## config.mk

```make
export PLATFORM = sky130hd
export DESIGN_NAME = regfile_mp
export DESIGN_NICKNAME = d
export VERILOG_FILES = /design/src/rtl/regfile_pkg.sv /design/src/rtl/regfile_mp_scoreboard.sv /design/src/rtl/regfile_mp.sv
export SDC_FILE = /design/constraint.sdc
export NUM_CORES = 2
export LEC_CHECK = 0
export ABC_AREA = 0
export CAP_MARGIN = 20
export CORE_MARGIN = 10
export CORE_UTILIZATION = 35
export CTS_CLUSTER_DIAMETER = 100
export DETAILED_ROUTE_END_ITERATION = 6
export HOLD_SLACK_MARGIN = 0.02
export PLACE_DENSITY = 0.51
export SYNTH_ARGS = -nofsm -noshare
export SYNTH_HDL_FRONTEND = slang
export SYNTH_SLANG_ARGS = --single-unit
```

## constraint.sdc

```tcl
create_clock -name clk -period 9.3 [get_ports clk]
set_input_delay 0.93 -clock clk [delete_from_list [all_inputs] [get_ports clk]]
set_output_delay 0.93 -clock clk [all_outputs]
set_load 0.05 [all_outputs]
```

## src/rtl/regfile_pkg.sv

```systemverilog
// Shared types and helpers for the multi-port register file.
package regfile_pkg;

  typedef enum logic {
    RF_INIT  = 1'b0,
    RF_READY = 1'b1
  } rf_state_e;

  // Write port that wins both the array update and the read bypass on an address clash.
  localparam int WR_PRIO_PORT = 1;

  function automatic int rf_aw(input int nregs);
    return $clog2(nregs);
  endfunction

endpackage

```

## src/rtl/regfile_mp_scoreboard.sv

```systemverilog
// Per-register pending bits: tracks registers that have an outstanding producer.
module rf_scoreboard
  import regfile_pkg::*;
#(
  parameter  int NREGS    = 32,
  parameter  int NRD      = 2,
  parameter  int ZERO_REG = 1,
  localparam int AW       = rf_aw(NREGS)
) (
  input  logic              clk,
  input  logic              rst_n,
  input  logic              set_en_i,
  input  logic [AW-1:0]     set_addr_i,
  input  logic [1:0]        clr_en_i,
  input  logic [2*AW-1:0]   clr_addr_i,
  input  logic              flush_i,
  input  logic [NRD*AW-1:0] rd_addr_i,
  output logic [NRD-1:0]    rd_pend_o
);

  logic [NREGS-1:0] pend_q;
  logic [NREGS-1:0] pend_d;

  // Next pending vector: clears first so a same-register set (younger producer) wins; flush overrides all.
  always_comb begin
    pend_d = pend_q;
    if (flush_i) begin
      pend_d = '0;
    end else begin
      for (int p = 0; p < 2; p++) begin
        if (clr_en_i[p]) begin
          pend_d[clr_addr_i[p*AW +: AW]] = 1'b0;
        end
      end
      if (set_en_i) begin
        pend_d[set_addr_i] = 1'b1;
      end
    end
  end

  // Pending bits register, cleared on reset.
  always_ff @(posedge clk or negedge rst_n) begin
    if (!rst_n) begin
      pend_q <= '0;
    end else begin
      pend_q <= pend_d;
    end
  end

  // Per-port lookup: a write landing this cycle already satisfies the dependency.
  always_comb begin
    rd_pend_o = '0;
    for (int i = 0; i < NRD; i++) begin
      rd_pend_o[i] = pend_q[rd_addr_i[i*AW +: AW]]
                   & ~(clr_en_i[0] && (clr_addr_i[0 +: AW] == rd_addr_i[i*AW +: AW]))
                   & ~(clr_en_i[1] && (clr_addr_i[AW +: AW] == rd_addr_i[i*AW +: AW]));
      if ((ZERO_REG != 0) && (rd_addr_i[i*AW +: AW] == '0)) begin
        rd_pend_o[i] = 1'b0;
      end
    end
  end

endmodule

```

## src/rtl/regfile_mp.sv

```systemverilog
// Multi-port register file with write bypass, RAW scoreboard and post-reset zeroing sequencer.
module regfile_mp
  import regfile_pkg::*;
#(
  parameter  int XLEN     = 32,
  parameter  int NREGS    = 32,
  parameter  int NRD      = 2,
  parameter  int ZERO_REG = 1,
  localparam int AW       = rf_aw(NREGS)
) (
  input  logic                clk,
  input  logic                rst_n,
  input  logic [NRD*AW-1:0]   rd_addr_i,
  output logic [NRD*XLEN-1:0] rd_data_o,
  output logic [NRD-1:0]      rd_pend_o,
  input  logic [1:0]          we_i,
  input  logic [2*AW-1:0]     wa_i,
  input  logic [2*XLEN-1:0]   wd_i,
  input  logic                iss_valid_i,
  input  logic [AW-1:0]       iss_rd_i,
  input  logic                flush_i,
  output logic                init_busy_o
);

  localparam int HI = WR_PRIO_PORT;
  localparam int LO = 1 - WR_PRIO_PORT;

  rf_state_e        state_q, state_d;
  logic [AW-1:0]    cnt_q, cnt_d;
  logic [XLEN-1:0]  mem [NREGS];
  logic             ready;
  logic [1:0]       wr_en;
  logic             sb_set;
  logic [NRD-1:0]   sb_pend;

  assign ready       = (state_q == RF_READY);
  assign init_busy_o = ~ready;

  // Init sequencer: walk every register once, then stay ready until the next reset.
  always_comb begin
    state_d = state_q;
    cnt_d   = cnt_q;
    if (state_q == RF_INIT) begin
      cnt_d = cnt_q + 1'b1;
      if (cnt_q == AW'(NREGS - 1)) begin
        state_d = RF_READY;
      end
    end
  end

  // Sequencer state and counter; reset restarts the zeroing from register 0.
  always_ff @(posedge clk or negedge rst_n) begin
    if (!rst_n) begin
      state_q <= RF_INIT;
      cnt_q   <= '0;
    end else begin
      state_q <= state_d;
      cnt_q   <= cnt_d;
    end
  end

  // Accepted writes: only when ready, and never to the hard-wired zero register.
  always_comb begin
    wr_en = '0;
    for (int p = 0; p < 2; p++) begin
      wr_en[p] = ready && we_i[p] &&
                 !((ZERO_REG != 0) && (wa_i[p*AW +: AW] == '0));
    end
  end

  // Storage has no reset so it can map to RAM; the sequencer zeroes it instead, and the priority port writes last.
  always_ff @(posedge clk) begin
    if (state_q == RF_INIT) begin
      mem[cnt_q] <= '0;
    end else begin
      if (wr_en[LO]) mem[wa_i[LO*AW +: AW]] <= wd_i[LO*XLEN +: XLEN];
      if (wr_en[HI]) mem[wa_i[HI*AW +: AW]] <= wd_i[HI*XLEN +: XLEN];
    end
  end

  // Combinational read ports with same-cycle bypass from the write ports.
  always_comb begin
    rd_data_o = '0;
    if (ready) begin
      for (int i = 0; i < NRD; i++) begin
        if ((ZERO_REG != 0) && (rd_addr_i[i*AW +: AW] == '0)) begin
          rd_data_o[i*XLEN +: XLEN] = '0;
        end else if (wr_en[HI] && (wa_i[HI*AW +: AW] == rd_addr_i[i*AW +: AW])) begin
          rd_data_o[i*XLEN +: XLEN] = wd_i[HI*XLEN +: XLEN];
        end else if (wr_en[LO] && (wa_i[LO*AW +: AW] == rd_addr_i[i*AW +: AW])) begin
          rd_data_o[i*XLEN +: XLEN] = wd_i[LO*XLEN +: XLEN];
        end else begin
          rd_data_o[i*XLEN +: XLEN] = mem[rd_addr_i[i*AW +: AW]];
        end
      end
    end
  end

  assign sb_set = ready && iss_valid_i && !((ZERO_REG != 0) && (iss_rd_i == '0));

  rf_scoreboard #(
    .NREGS    (NREGS),
    .NRD      (NRD),
    .ZERO_REG (ZERO_REG)
  ) u_scoreboard (
    .clk        (clk),
    .rst_n      (rst_n),
    .set_en_i   (sb_set),
    .set_addr_i (iss_rd_i),
    .clr_en_i   (wr_en),
    .clr_addr_i (wa_i),
    .flush_i    (ready && flush_i),
    .rd_addr_i  (rd_addr_i),
    .rd_pend_o  (sb_pend)
  );

  assign rd_pend_o = ready ? sb_pend : '0;

endmodule

```

Yosys cells after proc, flatten, opt, wreduce, memory -nomap -nowiden:

Memory sizes are Yosys's and may differ from the RTL's.
Cells that the tools add are included.

* memories kept: 1
* logic and storage cells: 93
* memory bits (writable): 1024
* bits of input ports: 95
* output and inout bits: 67
* register bits after elaboration: 38

* bitwise logic cells: 14
* $add $sub $neg: 1
* reductions and logical operators: 23
* order comparisons: 8
* equality and inequality tests: 5
* muxes and demuxes: 38

Memories
* mem: depth 32, width 32, read ports 2, clocked after memory_dff 0, write ports 2, line regfile_mp.sv:30 `logic [XLEN-1:0] mem [NREGS];`

Operator list (number)
* 32-bit two-way mux: 13
* 32-bit AND: 2
* 64-bit two-way mux: 1
* 32-bit NOT: 2
* 32-bit OR: 1
* 32-bit OR reduction: 1
* 5-bit by 6-bit < comparator with 1-bit output (second input constant): 5
* 5-bit zero test: 5
* 5-bit == test: 4
* 1-bit two-way mux: 17
* 1-bit demux with 5-bit select: 3
* 5-bit by 1-bit greater-or-equal comparator with 1-bit output (second input constant): 3
* 1-bit logical AND: 14
* 1-bit binary-select mux with 5-bit select: 2
* 5-bit by 1-bit adder with 5-bit output (second input constant): 1
* 5-bit == test (second input constant): 1
* 5-bit two-way mux: 1
* 1-bit NOT: 5
* 1-bit AND: 4
* 1-bit zero test: 3
* 2-bit two-way mux: 1

Depth between registers and ports, before layout:

* depth in word-level cells: 14
* depth in mapped cells: 12
* depth with buffers taken out: 6

Cells and area by module:

A second synthesis with hierarchy kept.

* cells, all modules: 5577
* area total of the unflattened synthesis: 62787.7 µm²

By module, submodules not included
* regfile_mp: instances 1, cells an instance 5304, seq. area each 30899.6 µm², area each 60141.4 µm²
* rf_scoreboard: instances 1, cells an instance 273, seq. area each 775.7 µm², area each 2646.3 µm²

Worst setup path after synthesis:

No wires, ideal clock.

* path kind: input port to flip-flop
* from: input wa_i[2]
* to: memory mem[24][0] (enable)
* data required time: 8834 ps
* slack: 4210 ps
* buffers on the path: 3
* cell stages on the path: 8
* library setup time: 466 ps
* data arrival time: 4625 ps
* cell sequence: buf_2 > nor3_1 > a21oi_2 > clkbuf_1 > buf_2 > o21ai_0 > nand2_1 > o21ai_0

RTL lines
* start: declaration: line regfile_mp.sv:17 `input logic [2*AW-1:0] wa_i,`
* end: declaration: line regfile_mp.sv:30

Worst setup path in the final report:

* from: input rd_addr_i[1]
* to: output rd_data_o[31]

* word-level cells in the longest chain between the ends: 6
* elaborated cells between the ends (all ways): 10
* those cells by class: eq/ne (2); mux (4); reduce/logical (3); memory (1)

RTL lines
* start: declaration: line regfile_mp.sv:13 `input logic [NRD*AW-1:0] rd_addr_i,`
* parallel branches: the longest is 4 deep, another holds memory read 32 x 32 bit
* 32-bit two-way mux *: line regfile_mp.sv:86 `if ((ZERO_REG != 0) && (rd_addr_i[i*AW +: AW] == '0)) begin`
* 64-bit two-way mux *: line regfile_mp.sv:84 `if (ready) begin`
* end: declaration: line regfile_mp.sv:14 `output logic [NRD*XLEN-1:0] rd_data_o,`

Mark *: on every way between the ends.

==> reports/qor.txt <==
# rows - 154
die area - 0.196 mm²
Starting Density - 35.3%
Mapped Avg Cell Area - 11.4 µm²
hold buffers post-CTS - 0
maximum clock rate - 141 MHz
worst endpoint required time - 8.37 ns
Top Ports - 162
outcome - finished clean
clock latency on the worst-skew pair - 0.76 ns
area grow syn2layout - 11.7%
Yosys top cell by area - edfxtp_1
Total GRT Usage - 27.1%
crit path max-delay cell type - nor4_1
EDFF count, synth - 1024
routed wire length - 276000 µm
Setup Buffers After CTS - 0
Fillers - 16670
Final GP Congestion - 0.828
worst stage delay on the critical path - 1.04 ns
Post-Syn Instances - 5473
Worst-path clk slew - 0.06 ns
Worst Clk Skew - 0.0202 ns
I/O Buffers - 161
setup_tns - 0 ns
Final Net Count - 5329
Tot Pwr - 11.4 mW
CTS tree - done
top post-synthesis cells by area - edfxtp_1 49%, mux4_2 16%, o21ai_0 8.3%
Min Clock Period, post-route - 7.08 ns
Root Buffer Master - clkbuf_16
DRC violations left - 0
vias in the first global route - 45849
CP arrival - 6.15 ns
Setup crit start kind - input pin
kind of critical path - input pin to output pin
Bufs on Longest Clock Path - 3
# resized after CTS - 0
PwrDens - 163 mW/mm²
Relative slew margins - 17.0%
layout cells sized above 1 - 18.1%
Pleak - 23.5 nW
vias per std cell - 6.37
cts bufs inserted - 114
mapped cell area - 0.0624 mm²
HP Class - input pin to asynchronous set/reset pin
antenna violations before repair - 5
delay-heaviest family, CP - simple AND/OR/NAND/NOR gates
fin. max-slew vios - 0
max cap viols - 0
RSZ-0062 raised after global routing - no
GR Overflow Total - 0
CTS sink count - 1062
flops & latches, synth - 1062
sequential share of the synthesized area - 50.8%
CP Capture Type - output pin
Routed WL per cell - 36.0 µm
H-tree Lvls - 3
top cell type's share of synthesized area - 49.2%
Final Core Density - 39.5%
crit path buf inv count - 3
Routed Antenna Nets - 0
die height - 442 µm
DR vias - 48838
worst vdd ir - 0.000163 V
setup violators final - 0
Final period util - 76.1%
worst slew pin tran - 1.25 ns
DR pass1 iterations - 6
CP cell instances - buf_8 > or3_2 > buf_4 > nor3_1 > nor2_4 > nand2_1 > nor4_1 > a211o_1 > clkdlybuf4s50_1
core box area - 0.177 mm²
final hold violation count - 0
Post-synth ARST share - 3.58%
largest net degree at the start of global routing - 82
Syn Nets - 5570
Max Fanout on Critical Path - 63
first-pass GRT wire length - 380000 µm
Die Wd - 442 µm
DP Wirelength - 151000 µm
prevailing post-synth register cell - edfxtp_1
DRT iter0 DRCs - 6896
yosys warns - 0
library cells used by synthesis - 56
[placed cells by master (no fill, tap or decap), drive strengths merged, types with 5 or more instances in the layout]
cell / netlist / layout
a221o: 34 / 34
or3: 5 / 5
inv: 39 / 41
a21oi: 119 / 119
nor3b: 5 / 5
mux2i: 238 / 238
clkinvlp: 0 / 6
a211o: 12 / 12
xnor2: 7 / 7
o22ai: 71 / 71
mux2: 89 / 89
and3: 9 / 9
buf: 227 / 192
nand3: 14 / 14
a22oi: 28 / 28
a22o: 6 / 6
clkinv: 28 / 78
nor2b: 38 / 38
bufinv: 0 / 9
o32a: 27 / 27
xor2: 16 / 16
clkdlybuf4s50: 0 / 148
o21bai: 17 / 17
a221oi: 25 / 25
o221ai: 74 / 74
nand2b: 10 / 10
a32oi: 5 / 5
dfrtp: 38 / 38
o21ai: 1035 / 1035
nor3: 40 / 40
mux4: 440 / 440
nor4: 8 / 8
nor2: 136 / 136
nand2: 1078 / 1078
or2: 7 / 7
a31oi: 27 / 27
edfxtp: 1024 / 1024
clkbuf: 470 / 140
[cell type report]
cell class	instances	area [µm²]	area share (%)
antenna	4	10.0	0.0143
clock buffer	140	2990	4.29
clock inverter	67	568	0.814
inverter	67	251	0.360
multi-input combinational	3647	28100	40.3
sequential	1062	31700	45.4
tap	2340	2930	4.20
timing repair buffer	340	3190	4.57
[state kept, by name (all words and copies together), names as in the netlist]
| signal | count |
|---|---|
| ready | 1 |
| u_scoreboard.pend_q | 32 |
| mem | 1024 |
| cnt_q | 5 |
[cells in the mapped netlist (5+ instances only)]
cell,number
xor2_1,16
buf_1,50
o21ai_0,1032
mux4_2,440
nor2_1,136
or2_2,6
nor3_1,40
a22oi_1,28
o221ai_1,74
a21oi_1,118
buf_6,19
o22ai_1,71
a221o_1,34
a22o_1,6
nand2_1,1078
clkbuf_1,464
a221oi_1,25
dfrtp_1,38
o21bai_1,17
a31oi_1,27
mux2i_1,238
clkbuf_2,6
o32a_1,27
inv_1,39
buf_4,22
nand2b_1,10
or3_1,5
nor3b_1,5
nand3_1,14
a32oi_1,5
xnor2_1,7
nor2b_1,38
mux2_2,89
edfxtp_1,1024
buf_2,136
nor4_1,7
a211o_1,12
clkinv_1,28
and3_1,9
[per-layer routing]
layer  vias to the layer above  track usage (%)  routed length (µm)
li1                      20136                -                   -
met1                     24687             35.5              104000
met2                      3279             43.1              127000
met3                       734             4.68               28300
met4                         2             14.0               16300
met5                         -                0                  12
[where the power goes]
| group | internal [mW] | switching [mW] |
|---|---|---|
| sequential | 5.28 | 0.00645 |
| combinational | 0.499 | 1.04 |
| clock | 2.52 | 2.04 |
| total | 8.30 | 3.09 |
[metrics by stage]
| stage | instance area, µm² | hold WS, ns | setup slack, ns | std cells |
|---|---|---|---|---|
| 2_1_floorplan | 62400 | 0.476 | 4.21 | 5473 |
| 3_3_place_gp | 66000 | 0.502 | 2.45 | 7446 |
| 3_5_place_dp | 66000 | 0.505 | 2.30 | 7449 |
| 4_1_cts | 69600 | 0.322 | 2.29 | 7656 |
| 5_1_grt | 69800 | 0.380 | 2.33 | 7664 |
| 6_report | 69800 | 0.309 | 2.22 | 7667 |
[kinds of logic (layout without fill, tap and decap cells)]
kind of cell               count (synthesis)  count (layout)  share of synthesized area (%)
xor gates and xnor gates                  23              23                          0.323
other                                      0               4                              0
and+or+nand+nor                         1369            1369                           8.81
DFF                                     1062            1062                           50.8
buffers and inverters                    764             614                           5.24
muxes                                    767             767                           21.3
adders and majority gates                  2               2                         0.0401
AOI/OAI and AO/OA                       1486            1486                           13.5
[worst paths after layout]
kind	from	endpoint	slack [ns]	cells past startpoint
max	rd_addr_i[1]	rd_data_o[31]	2.22	9
min	rst_n	u_scoreboard.pend_q[19]	0.31	1
max reg2reg	ready	mem[1][20]	5.37	7
min reg2reg	cnt_q[0]	cnt_q[0]	0.51	1
max in group asynchronous	rst_n	cnt_q[1]	8.42	1
min in group clk	cnt_q[0]	cnt_q[0]	0.51	1
No activity file was read; power rests on OpenSTA's default activity.
